File: src/rtl/iob_fifo_stream_reader_pkg.sv
// Shared constants for the FIFO stream reader: occupancy width and prefetch buffer limits.
package iob_fifo_stream_reader_pkg;

  localparam int OCC_W         = 3;
  localparam int MAX_BUF_DEPTH = 4;
  localparam int PTR_W         = $clog2(MAX_BUF_DEPTH);

endpackage

File: src/rtl/iob_fifo_stream_reader_if.sv
// FIFO read port and output stream bundled together; master is the reader, slave is FIFO plus consumer.
interface iob_fifo_stream_reader_if #(
  parameter int DATA_W = 8
);
  logic              fifo_empty;
  logic              fifo_read_en;
  logic [DATA_W-1:0] fifo_data;
  logic              m_valid;
  logic              m_ready;
  logic [DATA_W-1:0] m_data;

  modport master (
    input  fifo_empty, fifo_data, m_ready,
    output fifo_read_en, m_valid, m_data
  );

  modport slave (
    output fifo_empty, fifo_data, m_ready,
    input  fifo_read_en, m_valid, m_data
  );
endinterface

File: src/rtl/iob_fifo_stream_reader_buf.sv
// Prefetch ring buffer: BUF_DEPTH registers with head/tail pointers, push, pop, clear and occupancy.
module iob_fifo_stream_reader_buf
  import iob_fifo_stream_reader_pkg::*;
#(
  parameter int DATA_W    = 8,
  parameter int BUF_DEPTH = 3
) (
  input  logic              clk,
  input  logic              rst,
  input  logic              clear,
  input  logic              push,
  input  logic [DATA_W-1:0] push_data,
  input  logic              pop,
  output logic [OCC_W-1:0]  occupancy,
  output logic [DATA_W-1:0] head_data
);

  logic [DATA_W-1:0] mem_q [BUF_DEPTH];
  logic [PTR_W-1:0]  head_q, head_d;
  logic [PTR_W-1:0]  tail_q, tail_d;
  logic [OCC_W-1:0]  occ_q, occ_d;

  function automatic logic [PTR_W-1:0] ptr_inc(input logic [PTR_W-1:0] p);
    return (p == PTR_W'(BUF_DEPTH - 1)) ? '0 : p + 1'b1;
  endfunction

  // Clear dominates: a push or pop coinciding with clear is discarded.
  always_comb begin
    head_d = head_q;
    tail_d = tail_q;
    occ_d  = occ_q;
    if (clear) begin
      head_d = '0;
      tail_d = '0;
      occ_d  = '0;
    end else begin
      if (push) tail_d = ptr_inc(tail_q);
      if (pop)  head_d = ptr_inc(head_q);
      occ_d = occ_q + OCC_W'(push) - OCC_W'(pop);
    end
  end

  always_ff @(posedge clk or posedge rst) begin
    if (rst) begin
      head_q <= '0;
      tail_q <= '0;
      occ_q  <= '0;
      for (int i = 0; i < BUF_DEPTH; i++) mem_q[i] <= '0;
    end else begin
      head_q <= head_d;
      tail_q <= tail_d;
      occ_q  <= occ_d;
      if (push && !clear) mem_q[tail_q] <= push_data;
    end
  end

  assign occupancy = occ_q;
  assign head_data = mem_q[head_q];

endmodule

File: src/rtl/iob_fifo_stream_reader.sv
// Read-domain drain engine: strobes a registered-output FIFO and re-presents words as a valid/ready stream.
module iob_fifo_stream_reader
  import iob_fifo_stream_reader_pkg::*;
#(
  parameter int DATA_W    = 8,
  parameter int ADDR_W    = 4,
  parameter int BUF_DEPTH = 3   // 2..4; 3 or more sustains one word per cycle
) (
  input  logic                     clk,
  input  logic                     rst,
  input  logic                     flush,
  input  logic [ADDR_W-1:0]        fifo_level,
  iob_fifo_stream_reader_if.master bus,
  output logic [OCC_W-1:0]         occupancy,
  output logic [ADDR_W-1:0]        fifo_level_o
);

  logic              inflight_q, inflight_d;
  logic              drop_next_q, drop_next_d;
  logic [ADDR_W-1:0] level_q, level_d;
  logic [ADDR_W:0]   level_sum;
  logic [OCC_W:0]    pending;
  logic              push, pop;

  // Issue decision uses registered counts only, so m_ready never reaches the strobe.
  assign pending          = {1'b0, occupancy} + {{OCC_W{1'b0}}, inflight_q};
  assign bus.fifo_read_en = !rst && !bus.fifo_empty && !flush &&
                            (pending < (OCC_W+1)'(BUF_DEPTH));
  assign bus.m_valid      = (occupancy != '0);

  assign push = inflight_q && !drop_next_q && !flush;
  assign pop  = bus.m_valid && bus.m_ready && !flush;

  always_comb begin
    inflight_d  = bus.fifo_read_en;
    drop_next_d = drop_next_q;
    // An arrival during flush dies with the buffer clear; drop_next covers any strobe still outstanding after it.
    if (flush)                           drop_next_d = inflight_d;
    else if (inflight_q && drop_next_q)  drop_next_d = 1'b0;
    level_sum = {1'b0, fifo_level} + (ADDR_W+1)'(occupancy);
    level_d   = level_sum[ADDR_W] ? '1 : level_sum[ADDR_W-1:0];
  end

  always_ff @(posedge clk or posedge rst) begin
    if (rst) begin
      inflight_q  <= 1'b0;
      drop_next_q <= 1'b0;
      level_q     <= '0;
    end else begin
      inflight_q  <= inflight_d;
      drop_next_q <= drop_next_d;
      level_q     <= level_d;
    end
  end

  assign fifo_level_o = level_q;

  iob_fifo_stream_reader_buf #(
    .DATA_W   (DATA_W),
    .BUF_DEPTH(BUF_DEPTH)
  ) u_buf (
    .clk      (clk),
    .rst      (rst),
    .clear    (flush),
    .push     (push),
    .push_data(bus.fifo_data),
    .pop      (pop),
    .occupancy(occupancy),
    .head_data(bus.m_data)
  );

endmodule

File: src/flat_wrapper.sv
// flat-port wrapper written by rule: the top's interface ports become plain ports
module iob_fifo_stream_reader_flat import iob_fifo_stream_reader_pkg::*;
#(
  parameter int DATA_W    = 8,
  parameter int ADDR_W    = 4,
  parameter int BUF_DEPTH = 3                                                 
)
  (clk, rst, flush, fifo_level, occupancy, fifo_level_o, bus_fifo_empty, bus_fifo_data, bus_m_ready, bus_fifo_read_en, bus_m_valid, bus_m_data);
  iob_fifo_stream_reader_if #(.DATA_W(DATA_W)) bus_i ();
  input  logic clk;
  input  logic rst;
  input  logic flush;
  input  logic [ADDR_W-1:0] fifo_level;
  output logic [OCC_W-1:0] occupancy;
  output logic [ADDR_W-1:0] fifo_level_o;
  input wire logic [$bits(bus_i.fifo_empty)-1:0] bus_fifo_empty;
  input wire logic [$bits(bus_i.fifo_data)-1:0] bus_fifo_data;
  input wire logic [$bits(bus_i.m_ready)-1:0] bus_m_ready;
  output wire logic [$bits(bus_i.fifo_read_en)-1:0] bus_fifo_read_en;
  output wire logic [$bits(bus_i.m_valid)-1:0] bus_m_valid;
  output wire logic [$bits(bus_i.m_data)-1:0] bus_m_data;
  assign bus_i.fifo_empty = bus_fifo_empty;
  assign bus_i.fifo_data = bus_fifo_data;
  assign bus_i.m_ready = bus_m_ready;
  assign bus_fifo_read_en = bus_i.fifo_read_en;
  assign bus_m_valid = bus_i.m_valid;
  assign bus_m_data = bus_i.m_data;
  iob_fifo_stream_reader #(.DATA_W(DATA_W), .ADDR_W(ADDR_W), .BUF_DEPTH(BUF_DEPTH)) u_core (.clk(clk), .rst(rst), .flush(flush), .fifo_level(fifo_level), .bus(bus_i), .occupancy(occupancy), .fifo_level_o(fifo_level_o));
endmodule
File: config.mk
export PLATFORM = sky130hd
export DESIGN_NAME = iob_fifo_stream_reader_flat
export DESIGN_NICKNAME = d
export VERILOG_FILES = /design/src/rtl/iob_fifo_stream_reader_pkg.sv /design/src/rtl/iob_fifo_stream_reader_if.sv /design/src/rtl/iob_fifo_stream_reader_buf.sv /design/src/rtl/iob_fifo_stream_reader.sv /design/src/flat_wrapper.sv
export SDC_FILE = /design/constraint.sdc
export NUM_CORES = 1
export LEC_CHECK = 0
export ABC_AREA = 0
export BUFFER_PORTS_ARGS = -buffer_cell sky130_fd_sc_hd__buf_2
export CAP_MARGIN = 5
export CORE_MARGIN = 2
export CORE_UTILIZATION = 45
export CTS_BUF_LIST = sky130_fd_sc_hd__clkbuf_8 sky130_fd_sc_hd__clkbuf_16
export DETAILED_ROUTE_END_ITERATION = 8
export GPL_ROUTABILITY_DRIVEN = 1
export PLACE_DENSITY = 0.67
export SLEW_MARGIN = 20
export SYNTH_ARGS = -nofsm -noshare
export SYNTH_HDL_FRONTEND = slang
export SYNTH_SLANG_ARGS = --single-unit
File: constraint.sdc
create_clock -name clk -period 4.7 [get_ports clk]
set_clock_uncertainty 0.1 [all_clocks]
set_input_delay 0.94 -clock clk [delete_from_list [all_inputs] [get_ports clk]]
set_output_delay 0.94 -clock clk [all_outputs]
set_load 0.02 [all_outputs]
==> impl_metrics.yaml <==
detailed_routing:
  routed_via_density: 5.10
  route.met3.wl_um: 86
  vias: 1169
  wl_met2_um: 1640
  wl_um: 3200
  drtIter0Drc: 35
  first_pass_iters: 4
  drcViolationCount: 0
  post_drt_wl_per_cell_um: 14.0
  met1_length_um: 1450
  ant_nets: 0
  highest-signal-layer: "met4"
sta:
  finalHoldWorstSlack_ns: 0.403
  fmax_mhz: 327
  fin_crit_ns: 3.06
  fin_tns_setup_ns: 0
  finalHoldViolCount: 0
  relSlewSlack_pct: 57.7
  period_share_pct: 65.0
  setup_viol_count_final: 0
  worst_slew_pin_slew_ns: 0.633
  rsz0062_at_grt: "no"
  timing.final.max_slew_violations: 0
grt:
  grt_pass1_wl_um: 5530
  grt_util_all_layers_pct: 16.7
  grt_max_degree: 38
  grt_pass1_vias: 1191
  antenna_found_initial: 0
  grt_overflow_total: 0
power_and_ir_drop:
  power.leakage_uw: 0.00110
  power_frac_seq_pct: 41.4
  internal-power_uw: 713
  power_density_mw_per_mm2: 510
  irDropWorstVdd_v: 0.000248
  p_clk_share_pct: 24.1
  p_sw_uw: 367
  switching_share_pct: 34.0
  p_comb_share_pct: 34.5
hold_path:
  min_delay_path_depth: 1
  hold_start: "u_core.inflight_q"
  hold_path_end: "u_core.drop_next_q"
  hold_class: "reg -> reg"
clock_network:
  cts_buffers: 5
  clkLatencyLatePin_ns: 0.28
  clockRootBuffer: "clkbuf_8"
  clk_path_buf_depth: 2
  cts_resized: 0
  cts_tree: "built"
  cts_hold_buf: 0
  cts_setup_buffers: 0
  cts_sinks: 37
  clkTransAtPathRegs_ns: 0.07
  h-tree-depth: 2
critical_path:
  reg2reg_slack_ns: 2.32
  required_ns: 3.66
  crit_fanout: 6
  critical_path.cell_chain: "ha_1 -> ha_1 -> a221o_1 -> nor4_1 -> buf_2"
  r2r-end: "u_core.u_buf.occupancy[2]"
  worstSetupStartpointType: "flip-flop"
  rr_startpoint: "u_core.u_buf.occupancy[1]"
  crit_slowest_cell: "dfrtp_1"
  path_class: "reg -> out"
  slowest_delay_ns: 0.45
  rr_worst_depth: 9
  cp-end-kind: "output port"
  path_common_cell: "ha_1"
  crit_arrival_ns: 2.02
run:
  maxCapViolCount: 0
final_layout:
  fin_util_pct: 56.6
  fin_area_sq_mm: 0.00212
  mostFrequentLayoutCells: "37 x dfrtp_1, 33 x buf_2, 24 x mux2_2"
  drive_gt1_share_pct: 38.7
  fill_cells: 337
  n_antenna_cell: 0
  final_common_cell: "dfrtp_1"
  nets: 208
  area_growth_pct: 17.8
floorplanning:
  die_x_um: 67.2
  die-area_sq_mm: 0.00452
  initial_core_util_pct: 48.0
  rows: 22
  num_io_pins: 34
  core_area_sq_mm: 0.00374
  die_h_um: 67.2
run_status:
  status: "finished, final reports clean"
yosys:
  synth_nets: 171
  synth_cell_types: 30
  syn_avg_cell_area_sq_um: 12.5
  yosys_warnings: 0
  syn-cell-area_sq_mm: 0.00180
  synth-seq-cells: 37
  ys_seq_area_share_pct: 51.5
  syn_inst: 144
placed_design:
  dp_hpwl_um: 2320
  gp_congestion: 0.693
  portBuffers: 33
  postPlaceCellArea_sq_mm: 0.00201
## metal layers
layer	up-vias	global-route usage [%]
met4	0	6.12
li1	574	-
met5	-	0
met1	578	21.9
met2	15	27.5
met3	2	3.33
## cell usage after synthesis (all sizes together)
cell | instances | area (sq um)
dfrtp | 37 | 926
mux2 | 24 | 270
nand2 | 13 | 53.8
mux2i | 10 | 100
ha | 8 | 100
nor2 | 8 | 30.0
o21ai | 8 | 40.0
inv | 4 | 15.0
nor2b | 4 | 25.0
nor3b | 3 | 33.8
a21o | 2 | 15.0
a21oi | 2 | 10.0
buf | 2 | 8.75
clkbuf | 2 | 7.51
fa | 2 | 40.0
nand2b | 2 | 12.5
or3 | 2 | 12.5
xor2 | 2 | 17.5
a211oi | 1 | 7.51
a221o | 1 | 10.0
a31oi | 1 | 6.26
nand3b | 1 | 20.0
nor3 | 1 | 5.00
nor4 | 1 | 6.26
o31ai | 1 | 7.51
or3b | 1 | 8.76
xnor2 | 1 | 8.76
## power groups by stage
stage,combinational (uW),sequential (uW),clock [uW]
floorplan,259,456,0
global placement,368,450,0
detailed placement,377,455,0
CTS,379,448,266
global route,414,459,281
finish,372,447,260
## worst max path at each step
stage                                          from                   endpoint  slack (ns)  cells after the start
final                     u_core.u_buf.occupancy[0]           bus_fifo_read_en        1.64                      5
after CTS                 u_core.u_buf.occupancy[0]           bus_fifo_read_en        1.63                      5
after global routing      u_core.u_buf.occupancy[0]           bus_fifo_read_en        1.48                      6
after global placement                        flush  u_core.u_buf.occupancy[2]        1.88                     10
after detailed placement                      flush  u_core.u_buf.occupancy[2]        1.83                     10
after floorplan           u_core.u_buf.occupancy[0]           bus_fifo_read_en        1.65                      4
## per-stage QoR
| stage | cells | power [uW] | worst slack (ns) |
|---|---|---|---|
| after floorplan | 144 | 715 | 1.65 |
| after global placement | 222 | 818 | 1.88 |
| after detailed placement | 222 | 832 | 1.83 |
| after CTS | 229 | 1090 | 1.63 |
| after global routing | 229 | 1150 | 1.48 |
| final | 229 | 1080 | 1.64 |
## state kept, by name, indices dropped and copies added, names as in the netlist
name                    flops
u_core.drop_next_q          1
u_core.u_buf.occupancy      3
u_core.inflight_q           1
u_core.u_buf.head_q         2
u_core.u_buf.mem_q         24
u_core.u_buf.tail_q         2
u_core.fifo_level_o         4
## logic make-up after synthesis
group	Yosys count	synth area share, %
AND/OR/NAND/NOR	36	11.6
XOR/XNOR	3	1.46
AO/OA/AOI/OAI	16	5.36
adder cells (fa/ha/maj)	10	7.79
buffers and inverters	8	1.74
multiplexers	34	20.6
flip-flops	37	51.5
## final cells by class
type | instances | area (sq um) | area share [%]
Clock inverter | 2 | 35.0 | 1.65
Inverter | 4 | 15.0 | 0.709
Sequential cell | 37 | 926 | 43.7
Timing Repair Buffer | 34 | 173 | 8.15
Tap cell | 48 | 60.1 | 2.84
Multi-Input combinational cell | 99 | 841 | 39.7
Clock buffer | 5 | 68.8 | 3.25
## worst max-delay path: cells and delay by family, from the launching register on
kind                     cells  cell delay [ns]
flip-flops                   1             0.45
AND/OR/NAND/NOR              1             0.22
AO/OA/AOI/OAI                1             0.34
adder cells (fa/ha/maj)      2             0.51
buffers and inverters        1             0.23
No activity file was read; power rests on OpenSTA's default activity.
